## config.mk

```make
export PLATFORM = sky130hd
export DESIGN_NAME = ineq_settle_timer
export DESIGN_NICKNAME = d
export VERILOG_FILES = /design/src/rtl/ineq_settle_timer.sv
export SDC_FILE = /design/constraint.sdc
export NUM_CORES = 1
export LEC_CHECK = 0
export ABC_CLOCK_PERIOD_IN_PS = 2200
export BUFFER_PORTS_ARGS = -buffer_cell sky130_fd_sc_hd__buf_2
export CORE_AREA = 2 2 39 41
export DETAILED_ROUTE_END_ITERATION = 10
export DIE_AREA = 0 0 41 43
export GPL_ROUTABILITY_DRIVEN = 0
export MAX_ROUTING_LAYER = met4
export PLACE_DENSITY_LB_ADDON = 0.08
export REMOVE_ABC_BUFFERS = 1
export SETUP_SLACK_MARGIN = 0.15
export SLEW_MARGIN = 40
export SYNTH_ARGS = -nofsm -noshare
export SYNTH_HDL_FRONTEND = slang
export SYNTH_SLANG_ARGS = --single-unit
export TNS_END_PERCENT = 1
```

## constraint.sdc

```tcl
create_clock -name clk -period 2.2 [get_ports clk]
set_input_delay 0.44 -clock clk [delete_from_list [all_inputs] [get_ports clk]]
set_output_delay 0.44 -clock clk [all_outputs]
set_load 0.02 [all_outputs]
```

## src/rtl/ineq_settle_timer.sv

```systemverilog
// Loadable down-counter with a zero flag; paces the delay between driving
// a vector and capturing the DUT response.
module ineq_settle_timer #(
    parameter int W = 2
) (
    input  logic         clk,
    input  logic         reset,
    input  logic         load,
    input  logic [W-1:0] load_val,
    input  logic         dec,
    output logic [W-1:0] count,
    output logic         zero
);

    // Counter register: load has priority over decrement; never underflows.
    always_ff @(posedge clk) begin
        if (reset) begin
            count <= {W{1'b0}};
        end else if (load) begin
            count <= load_val;
        end else if (dec && (count != {W{1'b0}})) begin
            count <= count - W'(1);
        end
    end

    assign zero = (count == {W{1'b0}});

endmodule

```

==> results of run 1 <==
synth_stat cells:
master    count  area [µm²]
nand3b_1      1        7.51
xnor2_1       1        8.76
ha_1          1        12.5
inv_1         3        11.3
nor2b_4       1        13.8
nor2_1        1        3.75
dfxtp_1       2        40.0
nand2_1       1        3.75
a21oi_1       1        5.00
a211oi_2      1        12.5
o211ai_1      1        7.51
area by class of cell:
| type | count | area share, % |
|---|---|---|
| clock buffer | 3 | 10.8 |
| inverter | 3 | 5.39 |
| multi-input combinational | 9 | 35.9 |
| sequential | 2 | 19.2 |
| tap | 16 | 9.58 |
| timing repair buffer | 8 | 19.2 |
critical path: cells and delay by family, from the launching register on:
kind / cells / cell delay (ps)
buffers and inverters: 2 / 230
adders and majority gates: 1 / 240
DFF: 1 / 350
power by group through the flow:
stage | clock network (mW) | registers (mW) | logic, mW
2_1_floorplan | 0 | 0.0461 | 0.0213
3_3_place_gp | 0 | 0.0429 | 0.0374
3_5_place_dp | 0 | 0.0427 | 0.0373
4_1_cts | 0.0852 | 0.0422 | 0.0375
5_1_grt | 0.0880 | 0.0427 | 0.0418
6_report | 0.0790 | 0.0421 | 0.0372
through the flow:
| step | hold slack (ps) | setup slack (ps) |
|---|---|---|
| global route | 409 | 657 |
| CTS | 396 | 711 |
| floorplan | 505 | 876 |
| detailed placement | 607 | 954 |
| finish | 410 | 723 |
| global placement | 629 | 946 |
final timing paths:
| kind | from | to | slack [ps] |
|---|---|---|---|
| setup / recovery | count[0]$_SDFFE_PP0P_ | zero | 720 |
| hold / removal | reset | count[0]$_SDFFE_PP0P_ | 410 |
| setup reg to reg | count[0]$_SDFFE_PP0P_ | count[0]$_SDFFE_PP0P_ | 1050 |
| hold reg to reg | count[0]$_SDFFE_PP0P_ | count[0]$_SDFFE_PP0P_ | 610 |
cell families (layout without fill, tap and decap cells):
kind of cell	after synthesis	count (layout)
AOI/OAI and AO/OA	3	3
xor gates and xnor gates	1	1
adders and majority gates	1	1
buffers and inverters	3	14
DFF	2	2
and+or+nand+nor	4	4
layer usage:
layer | GRT usage, % | vias up | routed length (µm)
li1 | - | 70 | -
met1 | 5.43 | 59 | 154
met2 | 5.94 | 8 | 125
met3 | 1.57 | 0 | 42
met4 | 6.00 | 0 | 0
met5 | - | - | 0
==> results.yml, run 1 <==
detailed_routing:
  dr.pass1.iters: 4
  drtAntennaViolNets: 0
  drtIter0Drc: 13
  drc_errors: 0
  drt_wl_total_um: 323
  num_vias: 137
  routed_via_density: 3.34
  wl_per_cell_um: 7.88
timing:
  rsz0062_at_grt: "no"
  finalMaxSlewViolations: 0
  fin_skew_ps: 2.35
  slew-limit-headroom_pct: 89.0
  hold_viol: 0
  min_period_ps: 1480
  final.setup.tns_ps: 0
  setup_viol: 0
  worstMarginPinSlew_ps: 164
  finalCritPeriodShare_pct: 67.1
  max_freq_ghz: 0.677
logic_synthesis:
  synth-adder-area-share_pct: 9.90
  muxShareOfSynthArea_pct: 0
  synth_top_family_by_area: "simple AND/OR/NAND/NOR gates"
  ys_seq_elements: 2
  synth_cell_types: 11
  avgSynthCellArea_um2: 9.03
  synth_compound_area_share_pct: 19.8
  yosys_warnings: 0
  syn_inst: 14
  synth_xor_area_share_pct: 6.93
  synthSimpleGateAreaFrac_pct: 22.8
  ys_seq_area_share_pct: 31.7
  syn_area_um2: 126
critical_path:
  arrival_ps: 1040
  worstPathMaxFanout: 3
  crit_path_end_kind: "primary output"
  worstSetupPathType: "flip-flop to primary output"
  critPathRequiredTime_ps: 1760
  worstPathCellList: "inv_1 > ha_1 > buf_2"
  critical_path.slowest_cell: "dfxtp_1"
  rr_worst_depth: 5
  slowest_delay_ps: 350
  cp-start-kind: "flip-flop"
global_route:
  grt_max_degree: 4
  antenna_found_initial: 0
  grt_pass1_vias: 157
  grt_overflow: 0
  grt_pass1_wl_um: 524
  track_usage_pct: 4.93
clock_tree:
  cts_made_buffers: 3
  cts.path.max_buffers: 2
  clock_sinks: 2
  cts_setup_buffers: 0
  htreeDepth: 1
  clk_latency_ps: 220
  cts_root_buf: "clkbuf_4"
  hold_buffers: 0
  path_clk_slew_ps: 30
  cts_tree: "done"
  cts-resized-gates: 0
job:
  drv_cap: 0
finish:
  multi_input_area_um2: 75.1
  nets: 34
  seq_area_um2: 40.0
  fin_cells: 41
  antennaDiodeCount: 0
  regMostFlops: "count"
  final_cell_mix: "buf_2 (8), inv_1 (3), clkbuf_4 (3), dfxtp_1 (2)"
  layout_commonest_cell: "buf_2"
  fill_cells: 159
  drive_gt1_share_pct: 52.0
  design_area_um2: 209
  fin_util_pct: 15.1
  largest_register_ffs: 2
  reg_top3: "count: 2 flops"
  syn2layout_area_growth_pct: 65.3
power:
  power_uw: 158
  p_comb_share_pct: 23.5
  p_seq_share_pct: 26.6
  p_clk_share_pct: 49.9
  peakVddDrop_mv: 0.128
  cellPowerDensity_nw_per_um2: 758
  switchingPower_uw: 41.7
  internal-power_uw: 117
  switching_share_pct: 26.4
  p_leak_nw: 0.0985
die:
  die_w_um: 41
  placementRows: 14
  pin_count: 9
  start_util_pct: 9.13
  dieArea_um2: 1760
  die_y_um: 43
  core-area_um2: 1380
placement:
  post_dp_cell_area_um2: 186
  dp_cells: 38
  io_buffers: 8
  dp_hpwl_um: 265
worst_hold_path:
  min_path_cells: 2
  hp-class: "primary input to flip-flop"
status:
  outcome: "completed"
(Power assumes the default switching activity.)
==> inputs of run 2 (changes only) <==
ABC_CLOCK_PERIOD_IN_PS = 1550   (was 2200)
clock period = 1.55 ns   (was 2.2 ns; I/O delays follow)
==> results.yml, run 2 (synthesis results as in run 1) <==
status:
  outcome: "completed"
power:
  p_leak_nw: 0.0974
  peakVddDrop_mv: 0.182
  cellPowerDensity_nw_per_um2: 1080
timing:
  hold_viol: 0
  slew-limit-headroom_pct: 88.9
  setup_viol: 0
  max_freq_ghz: 0.762
  final.setup.tns_ps: 0
  fin_skew_ps: 2.23
  min_period_ps: 1310
  rsz0062_at_grt: "no"
  worstMarginPinSlew_ps: 165
  whs_ps: 271
  finalMaxSlewViolations: 0
  finalCritPeriodShare_pct: 84.7
die:
  die_y_um: 43
  die_w_um: 41
  pin_count: 9
  placementRows: 14
  start_util_pct: 9.13
  dieArea_um2: 1760
  core-area_um2: 1380
critical_path:
  crit_path_end_kind: "primary output"
  worstSetupPathType: "flip-flop to primary output"
  crit_cells: 3
  cp_top_family: "flip-flops"
  cp-endpoint: "zero"
  crit_buf_inv: 2
  r2r_slack_ps: 440
  arrival_ps: 1000
  critPathRequiredTime_ps: 1240
  critical_path.slowest_cell: "dfxtp_1"
  rr_worst_depth: 5
  cp-start-kind: "flip-flop"
  slowest_delay_ps: 350
  worstPathCellList: "inv_1 > ha_2 > buf_2"
  r2r-start: "count[0]$_SDFFE_PP0P_"
  timing.rr.end: "count[1]$_SDFFE_PP0P_"
  cp-startpoint: "count[0]$_SDFFE_PP0P_"
  worstPathMaxFanout: 3
worst_hold_path:
  min_path_cells: 2
  hp-class: "primary input to flip-flop"
detailed_routing:
  wl_per_cell_um: 7.76
  dr.pass1.iters: 2
  num_vias: 130
  drtIter0Drc: 3
  drt_wl_total_um: 318
  routed_via_density: 3.17
  drc_errors: 0
  drtAntennaViolNets: 0
clock_tree:
  htreeDepth: 1
  cts_root_buf: "clkbuf_4"
  cts.path.max_buffers: 2
  path_clk_slew_ps: 30
  cts_made_buffers: 3
  clk_latency_ps: 220
  hold_buffers: 0
  clock_sinks: 2
  cts_tree: "done"
placement:
  io_buffers: 8
  dp_cells: 38
  post_dp_cell_area_um2: 186
finish:
  design_area_um2: 211
  antennaDiodeCount: 0
  fin_cells: 41
  syn2layout_area_growth_pct: 67.3
  drive_gt1_share_pct: 56.0
  fin_util_pct: 15.3
  largest_register_ffs: 2
  nets: 34
  regMostFlops: "count"
  reg_top3: "count: 2 flops"
  final_cell_mix: "buf_2 (8), inv_1 (3), clkbuf_4 (3), dfxtp_1 (2)"
  layout_commonest_cell: "buf_2"
  fill_cells: 164
global_route:
  track_usage_pct: 5.13
  grt_overflow: 0
  grt_max_degree: 4
  grt_pass1_vias: 140
  grt_pass1_wl_um: 476
  antenna_found_initial: 0
job:
  drv_cap: 0
==> run 2: cell counts in the layout (fill, tap and decap cells not counted) <==
No cell type changed its count.
==> run 2: how the worst min path moves through the flow <==
stage                                  to  startpoint  slack [ps]
floorplan           count[0]$_SDFFE_PP0P_       reset         370
finish              count[0]$_SDFFE_PP0P_       reset         270
detailed placement  count[0]$_SDFFE_PP0P_       reset         500
CTS                 count[0]$_SDFFE_PP0P_       reset         260
global route        count[0]$_SDFFE_PP0P_       reset         280
global placement    count[0]$_SDFFE_PP0P_       reset         500
==> run 2: layer usage <==
layer | up-vias | global-route usage, % | share of wire [%]
li1 | 68 | - | -
met1 | 54 | 4.47 | 43
met2 | 8 | 5.63 | 44
met3 | 0 | 3.14 | 13
met4 | 0 | 8.00 | 0
met5 | - | - | 0
==> run 2: cell type report <==
cell class	instances	area (µm²)	share of cell area (%)
clock buffers	3	22.5	10.7
inverters	3	11.3	5.33
flip-flops and latches	2	40.0	18.9
well taps	16	20.0	9.47
repair buffers	8	40.0	18.9
multi-input cells	9	77.6	36.7
==> run 2: where the power goes <==
part           total [mW]  leakage, nW  internal (mW)  switching, mW
Clock               0.115       0.0138         0.0854         0.0292
Combinational      0.0532       0.0669         0.0248         0.0284
Sequential         0.0601       0.0166         0.0563        0.00377
Total               0.228       0.0974          0.167         0.0613
==> run 2: metrics by stage <==
stage / setup slack, ps / power (mW)
6_report: 237 / 0.228
3_3_place_gp: 380 / 0.114
3_5_place_dp: 395 / 0.113
5_1_grt: 185 / 0.241
4_1_cts: 175 / 0.234
2_1_floorplan: 226 / 0.0957
==> run 2: repair_timing <==
item                       in CTS  in global routing
buffers inserted                0                  0
setup endpoints to repair       0                  1
resized for setup               0                  1
==> run 2: worst register-to-register path: stages, from the launching register on <==
cell and delay, ps:
dfxtp_1 350, inv_1 60, ha_2 300, nand3b_1 80
o211ai_1 100, a21oi_1 90
